## src/rtl/ibex_fetch_align_fifo_if.sv

```systemverilog
// Purpose : handshake/data bundle between the fetch port, the align FIFO and its consumer.
// Latency : none, plain wires.
// Backpress: out_ready_i stalls the consumer side; busy_o throttles new fetch requests.
// Ports   : clear_i/clear_addr_i flush and redirect; in_valid_i/in_rdata_i push a
//           memory word; out_valid_o/out_ready_i/out_rdata_o/out_addr_o present one
//           instruction; busy_o reports near-full occupancy.
interface ibex_fetch_align_fifo_if;
    logic        clear_i;
    logic [31:0] clear_addr_i;
    logic        in_valid_i;
    logic [31:0] in_rdata_i;
    logic        out_valid_o;
    logic        out_ready_i;
    logic [31:0] out_rdata_o;
    logic [31:0] out_addr_o;
    logic        busy_o;

    modport master (
        output clear_i, clear_addr_i, in_valid_i, in_rdata_i, out_ready_i,
        input  out_valid_o, out_rdata_o, out_addr_o, busy_o
    );

    modport slave (
        input  clear_i, clear_addr_i, in_valid_i, in_rdata_i, out_ready_i,
        output out_valid_o, out_rdata_o, out_addr_o, busy_o
    );
endinterface

```

## src/rtl/ibex_fetch_align_fifo.sv

```systemverilog
// Purpose : word FIFO that realigns fetched 32-bit words into 16/32-bit instructions at PC.
// Latency : zero cycles from stored word to out_valid_o; a pushed word is visible the next cycle.
// Backpress: output holds while out_ready_i is low; pushes into a full FIFO are dropped, busy_o warns one entry early.
// Ports   : clk_i, rst_i (async, active-high); bus (slave modport): clear/redirect,
//           word push, instruction output handshake, busy.
module ibex_fetch_align_fifo #(
    parameter int          DEPTH     = 3,
    parameter logic [31:0] BOOT_ADDR = 32'h0000_0080
) (
    input  logic                    clk_i,
    input  logic                    rst_i,
    ibex_fetch_align_fifo_if.slave  bus
);

    logic [31:0]      r_data [DEPTH];
    logic [DEPTH-1:0] r_vld;           // thermometer: entry 0 is the oldest
    logic [31:0]      r_pc;

    logic             w_compr;
    logic [31:0]      w_unal_rdata;
    logic             w_out_valid;
    logic [31:0]      w_out_rdata;
    logic             w_consume;
    logic             w_pop;
    logic [31:0]      w_pc_nxt;

    logic [31:0]      w_data_sh  [DEPTH];
    logic [DEPTH-1:0] w_vld_sh;
    logic [31:0]      w_data_nxt [DEPTH];
    logic [DEPTH-1:0] w_vld_nxt;
    logic             w_push_done;

    // The halfword at PC decides the instruction size.
    assign w_compr      = r_pc[1] ? (r_data[0][17:16] != 2'b11)
                                  : (r_data[0][1:0]   != 2'b11);
    assign w_unal_rdata = {r_data[1][15:0], r_data[0][31:16]};

    always_comb begin
        w_out_valid = r_vld[0];
        w_out_rdata = r_data[0];
        if (r_pc[1]) begin
            if (w_compr) begin
                // A compressed instruction is complete in the upper half of entry 0.
                w_out_rdata = r_vld[1] ? w_unal_rdata : {16'h0000, r_data[0][31:16]};
            end else begin
                w_out_rdata = w_unal_rdata;
                w_out_valid = r_vld[0] & r_vld[1];
            end
        end
    end

    assign w_consume = w_out_valid & bus.out_ready_i;
    // Entry 0 is retired unless an aligned compressed instruction leaves its upper half.
    assign w_pop     = w_consume & (r_pc[1] | ~w_compr);
    assign w_pc_nxt  = r_pc + (w_compr ? 32'd2 : 32'd4);

    // Apply this cycle's pop first.
    always_comb begin
        w_data_sh = r_data;
        w_vld_sh  = r_vld;
        if (w_pop) begin
            for (int i = 0; i < DEPTH - 1; i++) begin
                w_data_sh[i] = r_data[i+1];
                w_vld_sh[i]  = r_vld[i+1];
            end
            w_vld_sh[DEPTH-1] = 1'b0;
        end
    end

    // Then the push lands in the first free slot; with no free slot it is dropped.
    always_comb begin
        w_data_nxt  = w_data_sh;
        w_vld_nxt   = w_vld_sh;
        w_push_done = 1'b0;
        for (int i = 0; i < DEPTH; i++) begin
            if (bus.in_valid_i && !w_push_done && !w_vld_sh[i]) begin
                w_data_nxt[i] = bus.in_rdata_i;
                w_vld_nxt[i]  = 1'b1;
                w_push_done   = 1'b1;
            end
        end
    end

    // Clear wins over consume and push.
    always_ff @(posedge clk_i or posedge rst_i) begin
        if (rst_i) begin
            r_vld <= '0;
            r_pc  <= BOOT_ADDR & 32'hFFFF_FFFE;
            for (int i = 0; i < DEPTH; i++) begin
                r_data[i] <= '0;
            end
        end else if (bus.clear_i) begin
            r_vld <= '0;
            r_pc  <= bus.clear_addr_i & 32'hFFFF_FFFE;
        end else begin
            r_data <= w_data_nxt;
            r_vld  <= w_vld_nxt;
            if (w_consume) begin
                r_pc <= w_pc_nxt;
            end
        end
    end

    assign bus.out_valid_o = w_out_valid;
    assign bus.out_rdata_o = w_out_rdata;
    assign bus.out_addr_o  = r_pc;
    // Occupancy >= DEPTH-1 is exactly "entry DEPTH-2 is valid" for a thermometer.
    assign bus.busy_o      = r_vld[DEPTH-2];

endmodule
```

## src/flat_wrapper.sv

```systemverilog
// flat-port wrapper written by rule: the top's interface ports become plain ports
module ibex_fetch_align_fifo_flat 
#(
    parameter int          DEPTH     = 3,
    parameter logic [31:0] BOOT_ADDR = 32'h0000_0080
)
  (clk_i, rst_i, bus_clear_i, bus_clear_addr_i, bus_in_valid_i, bus_in_rdata_i, bus_out_ready_i, bus_out_valid_o, bus_out_rdata_o, bus_out_addr_o, bus_busy_o);
  ibex_fetch_align_fifo_if bus_i ();
  input  logic clk_i;
  input  logic rst_i;
  input wire logic [$bits(bus_i.clear_i)-1:0] bus_clear_i;
  input wire logic [$bits(bus_i.clear_addr_i)-1:0] bus_clear_addr_i;
  input wire logic [$bits(bus_i.in_valid_i)-1:0] bus_in_valid_i;
  input wire logic [$bits(bus_i.in_rdata_i)-1:0] bus_in_rdata_i;
  input wire logic [$bits(bus_i.out_ready_i)-1:0] bus_out_ready_i;
  output wire logic [$bits(bus_i.out_valid_o)-1:0] bus_out_valid_o;
  output wire logic [$bits(bus_i.out_rdata_o)-1:0] bus_out_rdata_o;
  output wire logic [$bits(bus_i.out_addr_o)-1:0] bus_out_addr_o;
  output wire logic [$bits(bus_i.busy_o)-1:0] bus_busy_o;
  assign bus_i.clear_i = bus_clear_i;
  assign bus_i.clear_addr_i = bus_clear_addr_i;
  assign bus_i.in_valid_i = bus_in_valid_i;
  assign bus_i.in_rdata_i = bus_in_rdata_i;
  assign bus_i.out_ready_i = bus_out_ready_i;
  assign bus_out_valid_o = bus_i.out_valid_o;
  assign bus_out_rdata_o = bus_i.out_rdata_o;
  assign bus_out_addr_o = bus_i.out_addr_o;
  assign bus_busy_o = bus_i.busy_o;
  ibex_fetch_align_fifo #(.DEPTH(DEPTH), .BOOT_ADDR(BOOT_ADDR)) u_core (.clk_i(clk_i), .rst_i(rst_i), .bus(bus_i));
endmodule
```

## config.mk

```make
export PLATFORM = sky130hd
export DESIGN_NAME = ibex_fetch_align_fifo_flat
export DESIGN_NICKNAME = d
export VERILOG_FILES = /design/src/rtl/ibex_fetch_align_fifo_if.sv /design/src/rtl/ibex_fetch_align_fifo.sv /design/src/flat_wrapper.sv
export SDC_FILE = /design/constraint.sdc
export NUM_CORES = 1
export LEC_CHECK = 0
export ABC_AREA = 1
export CORE_MARGIN = 3
export CORE_UTILIZATION = 30
export CTS_CLUSTER_SIZE = 14
export DETAILED_ROUTE_END_ITERATION = 6
export HOLD_SLACK_MARGIN = 0.15
export PLACE_DENSITY = 0.55
export SLEW_MARGIN = 20
export SYNTH_ARGS = -nofsm -noshare
export SYNTH_HDL_FRONTEND = slang
export SYNTH_SLANG_ARGS = --single-unit
```

## constraint.sdc

```tcl
create_clock -name clk_i -period 9.01 [get_ports clk_i]
set_input_delay 1.802 -clock clk_i [delete_from_list [all_inputs] [get_ports clk_i]]
set_output_delay 1.802 -clock clk_i [all_outputs]
set_load 0.01 [all_outputs]
```

==> metrics.txt, run 1 <==
status finished, final reports clean; sequential share of the synthesized area a little under half; Cell Area, Synth 0.007138 mm^2; TritonCTS clock tree built; Slowest-stage cell, CP dfrtp_2; setup TNS 0 ns; Pwr Total 0.002256 W; vias 6780; clk_skew 0.007436 ns; Synth Area per Inst between 7 and 8 um^2; worst-path cell chain nand2_1, nand2_1, and2_1, inv_1, nand2_1, nand3_1, o21ai_0, clkdlybuf4s50_1; Avg WL per Cell around 16 um; vias in the first global route 6486; Mapped Cells 985; Core Box Area 0.02298 mm^2; max cap viols 0; Pleak 4.288 nW; io pins 135; Critical path buffers and inverters 2; Worst setup SP type flip-flop; endpoints failing setup 0; DIE HEIGHT 160.3 um; EDFF count, synth 0; most frequent cells in the layout nand2_1 (372), clkdlybuf4s50_1 (132), dfrtp_1 (128), inv_1 (102), o21ai_0 (70); nets 1166; Row Count 55; hpwl dp 15040 um; Worst Path Required 7.21 ns; Routed Wire Length 22530 um; post-route minimum period 5.470 ns; max incr delay on CP 1.02 ns; CTS sink count 130; Starting Density 31.06%; Crit path top cell by count nand2_1; pwr dens 242.9 mW/mm^2; post-synth top area share between 40 and 50%; Hold Vio Cnt, Final 0; final worst path period share between 60 and 70%; worst slew pin tran 1.022 ns; Hold WC Path Type flip-flop to flip-flop; drt drc 0; clock transition at the registers of the reported paths 0.06 ns; Crit. End Element primary output; Root Driver clkbuf_16; Num CTS Buffers 17; Synth async-reset ratio 100.0%; GRT Overall Usage 17.81%; initial antenna violation count 1; worst skew pair latency 0.42 ns; Final Core Density 40.41%; synthesized flop and latch total 130; YS warnings 0; Unique masters post-synth 40; area grow syn2layout 30.13%; Routed Antenna Nets 0; critical path's top delay family simple AND/OR/NAND/NOR gates; post-CTS setup buffer count 0; crit path DAT 3.67 ns; Max Freq between 0.15 and 0.2 GHz; layout cells sized above 1 around 5.3%; first-pass GRT wire length roughly 37000 um; PortBufs 132; Slew Limit Fails 0; CP Class flip-flop to primary output; max_slew headroom 31.90%; most common cell after layout, fill and taps aside nand2_1; GP Congestion 0.8392; hold_buf cts 0; Max Buffers Root-to-Sink 2; synth top area cells dfrtp_1 (45%), nand2_1 (20%), inv_1 (5.4%), nand3_1 (4.9%), o21ai_0 (4.9%); Synth Flop Type dfrtp_1; RSZ-0062 raised after global routing no; ant diodes 0; die width 160.3 um; syn nets 1058; cell taking the most area after synthesis dfrtp_1; Via density roughly 4.8; die area 0.02568 mm^2; First-pass DRT Iterations 5; 1st-iter DRT viols 493; # H-tree levels 4; total grt overflow 0; pin count of the biggest net entering global routing 67; worst-path fanout max 65; post_cts resized 0; maximum VDD drop 0.1298 mV
-- synthesized netlist by cell type, types with 3 or more instances --
library cell	n
a21oi_1	5
buf_2	18
buf_4	5
clkbuf_1	28
dfrtp_1	129
ha_1	3
inv_1	103
nand2_1	372
nand3_1	70
nand3_2	4
nand4_1	12
nor2_1	27
nor3_1	11
o211ai_1	15
o21ai_0	70
o21ai_1	66
xnor2_1	4
xor2_1	15
-- cells by family (layout without fill, tap and decap cells) --
| group | Yosys count | count (layout) | synth area share (%) |
|---|---|---|---|
| and+or+nand+nor | 504 | 504 | 29.19 |
| AOI/OAI and AO/OA | 170 | 170 | 13.20 |
| buffers and inverters | 157 | 278 | 8.834 |
| DFF | 130 | 130 | 45.59 |
| xor gates and xnor gates | 19 | 19 | 2.331 |
| adders and majority gates | 4 | 4 | 0.8064 |
| other | 1 | 1 | 0.05254 |
-- metal layers --
| layer | vias to the layer above | global-route usage [%] | share of wire (%) |
|---|---|---|---|
| li1 | 3369 | - | - |
| met1 | 3187 | 25.64 | 48 |
| met2 | 208 | 27.48 | 45 |
| met3 | 14 | 4.384 | 6.4 |
| met4 | 2 | 3.235 | 0.62 |
| met5 | - | 0 | 0.089 |
-- state kept, by name, summed over array words and instances (netlist names) --
signal and cells:
u_core.bus.out_addr_o 31, u_core.r_data 96, u_core.r_vld 3
-- worst min-delay path: stages (launching register included) --
cell	delay (ns)
dfrtp_1	0.34
nand2_1	0.05
nand2_1	0.06
-- layout make-up --
class	instances	area, um^2
fillers	2448	13700
multi-input cells	698	3266
flip-flops and latches	130	3256
repair buffers	141	1389
clock buffers	21	460.4
inverters	105	396.6
well taps	313	391.6
clock inverters	11	130.1
-- report_power, final --
part / leakage (nW) / switching [W] / internal (W)
sequential: 1.66 / 0.000132 / 0.000765
clock: 0.276 / 0.000278 / 0.000424
combinational: 2.35 / 0.000356 / 0.000303
-- path summary, 6_finish.rpt --
check,start,depth (start not counted),end,slack [ns]
worst max-delay path,u_core.bus.out_addr_o[1],8,bus_out_rdata_o[20],3.54
worst max register to register,u_core.bus.out_addr_o[1],15,u_core.r_data[53],4.08
worst min-delay path,u_core.r_data[55],2,u_core.r_data[55],0.48
min in group asynchronous,rst_i,2,u_core.bus.out_addr_o[3],1.93
worst min register to register,u_core.r_data[55],2,u_core.r_data[55],0.48
max in group asynchronous,rst_i,3,u_core.r_data[53],5.68
-- per-stage QoR --
stage / hold WS [ns] / area [um^2] / cells / setup WS [ns]
final: 0.4803 / 9289 / 1419 / 3.540
after global placement: 0.4642 / 8698 / 1387 / 3.613
after CTS: 0.4834 / 9289 / 1419 / 3.497
after floorplan: 0.4492 / 7138 / 985 / 3.740
after detailed placement: 0.4655 / 8698 / 1387 / 3.585
after global routing: 0.5078 / 9289 / 1419 / 3.283
No activity file was read; power rests on OpenSTA's default activity.
==> run 2: changes to the inputs <==
PLACE_DENSITY = 0.57   (was 0.55)
clock period = 5 ns   (was 9.01 ns; I/O delays follow)
==> metrics.txt, run 2 (same netlist as run 1, synthesis figures left out) <==
Routed Antenna Nets 0 (unchanged); worst slew pin tran 0.9503 ns (-0.07128 ns); TritonCTS clock tree built; Max Buffers Root-to-Sink 2 (unchanged); CTS sink count 130 (unchanged); hold_buf cts 0 (unchanged); Crit. End Element primary output; pin count of the biggest net entering global routing 73 (+9.0%); layout cells sized above 1 5.856% (+0.52 points); hold_sp u_core.r_data[53]; maximum VDD drop 0.2744 mV (+110%); Hold Vio Cnt, Final 0 (unchanged); Avg WL per Cell 15.85 um (-0.18%); area grow syn2layout 31.03%; vias in the first global route 6597 (+1.7%); most frequent cells in the layout nand2_1 (372), clkdlybuf4s50_1 (132), dfrtp_1 (128), inv_1 (102), o21ai_0 (70); die width 160.3 um (unchanged); 1st-iter DRT viols 419 (-15%); final worst path period share slightly below 80%; ant diodes 0 (unchanged); drt drc 0 (unchanged); die area 0.02568 mm^2 (unchanged); PortBufs 132 (unchanged); max FFs per register 96 (unchanged); initial antenna violation count 0 (-1); Reg with most FFs u_core.r_data; Num CTS Buffers 17 (unchanged); Starting Density 31.06% (unchanged); FF-to-FF setup slack 1.77 ns (-2.31 ns); hpwl dp 15230 um (+1.3%); GP Congestion 0.8736 (+4.1%); metal3 WL 1404 um (-2.2%); max cap viols 0 (unchanged); First-pass DRT Iterations 4 (-1); clock transition at the registers of the reported paths 0.06 ns (about the same); pre-CTS setup slack 1.443 ns (-2.142 ns); worst skew pair latency 0.42 ns (about the same); DRT met1 WL 10670 um (-1.4%); DIE HEIGHT 160.3 um (unchanged); CP Class flip-flop to primary output; RSZ-0062 raised after global routing no; Worst Setup SP u_core.bus.out_addr_o[1]; setup TNS 0 ns (unchanged); Pleak 4.329 nW (+0.97%); # H-tree levels 4 (unchanged); metal2 WL 10100 um (-0.12%); Routed Wire Length 22550 um (about the same); first-pass GRT wire length 36360 um (-0.94%); nets 1172 (+0.51%); post_cts resized 0 (unchanged); Max Freq 0.2552 GHz; setup ws final 1.082 ns (-2.458 ns); reg2reg start u_core.bus.out_addr_o[1]; Slew Limit Fails 0 (unchanged); post-CTS setup buffer count 0 (unchanged); Hold WC Path Type flip-flop to flip-flop; io pins 135 (unchanged); Root Driver clkbuf_16; endpoints failing setup 0 (unchanged); post-route minimum period 3.918 ns; vias 6791 (+0.16%); clk_skew 0.01199 ns (+0.004558 ns); status finished, final reports clean; Row Count 55 (unchanged); Via density 4.772 (-0.12%); total grt overflow 0 (unchanged); Core Box Area 0.02298 mm^2 (unchanged); crit path DAT 2.92 ns (-0.75 ns); pwr dens 438.0 mW/mm^2 (+80%); max_slew headroom 36.65% (+4.8 points); worst-path fanout max 16 (-75%); GRT Overall Usage 17.72% (-0.090 points); Worst Path Required 4.00 ns (-3.21 ns); max layer used met4; most common cell after layout, fill and taps aside nand2_1; Worst setup SP type flip-flop
==> run 2: final timing paths <==
check | endpoint | cells past startpoint
max reg2reg | u_core.r_data[26] | 15
max | bus_out_rdata_o[29] | 9
min reg2reg | u_core.r_data[53] | 2
min in group asynchronous | u_core.bus.out_addr_o[14] | 2
min | u_core.r_data[53] | 2
max in group asynchronous | u_core.r_data[30] | 3
==> run 2: report_power, final <==
group	internal, W	total, W	switching, W
clock	0.000794	0.00128	0.000490
combinational	0.000553	0.00122	0.000668
sequential	0.00138	0.00159	0.000212
==> run 2: routing by layer <==
layer,GRT usage (%),up-vias
met5,0,-
met4,4.892,0
met3,3.865,28
met2,27.67,232
met1,24.84,3150
li1,-,3381
==> run 2: layout make-up <==
class / count / area (um^2)
Sequential cell: 130 / 3256
Inverter: 105 / 396.6
Clock buffer: 18 / 439.2
Multi-Input combinational cell: 698 / 3266
Timing Repair Buffer: 147 / 1446
Clock inverter: 12 / 157.7
Tap cell: 313 / 391.6
Fill cell: 2376 / 13630
==> run 2: worst max-delay path, stage by stage, from the launching register on <==
cell,delay [ns]
dfrtp_2,0.46
inv_2,0.11
nand2_1,0.06
nand2_1,0.10
and2_1,0.21
inv_1,0.10
nand2_1,0.55
nand3_1,0.14
o21ai_0,0.17
clkdlybuf4s50_1,0.60
==> run 2: per-stage QoR <==
stage / area (um^2) / util [%] / hold WS (ns) / total power (W) / instances
floorplan: 7138 / - / 0.4492 / 0.002300 / 985
global placement: 8756 / 38.09 / 0.4631 / 0.002806 / 1393
detailed placement: 8756 / 38.09 / 0.4655 / 0.002825 / 1393
CTS: 9353 / 40.69 / 0.4811 / 0.004133 / 1423
global route: 9353 / 40.69 / 0.4982 / 0.004369 / 1423
finish: 9353 / 40.69 / 0.4794 / 0.004096 / 1423
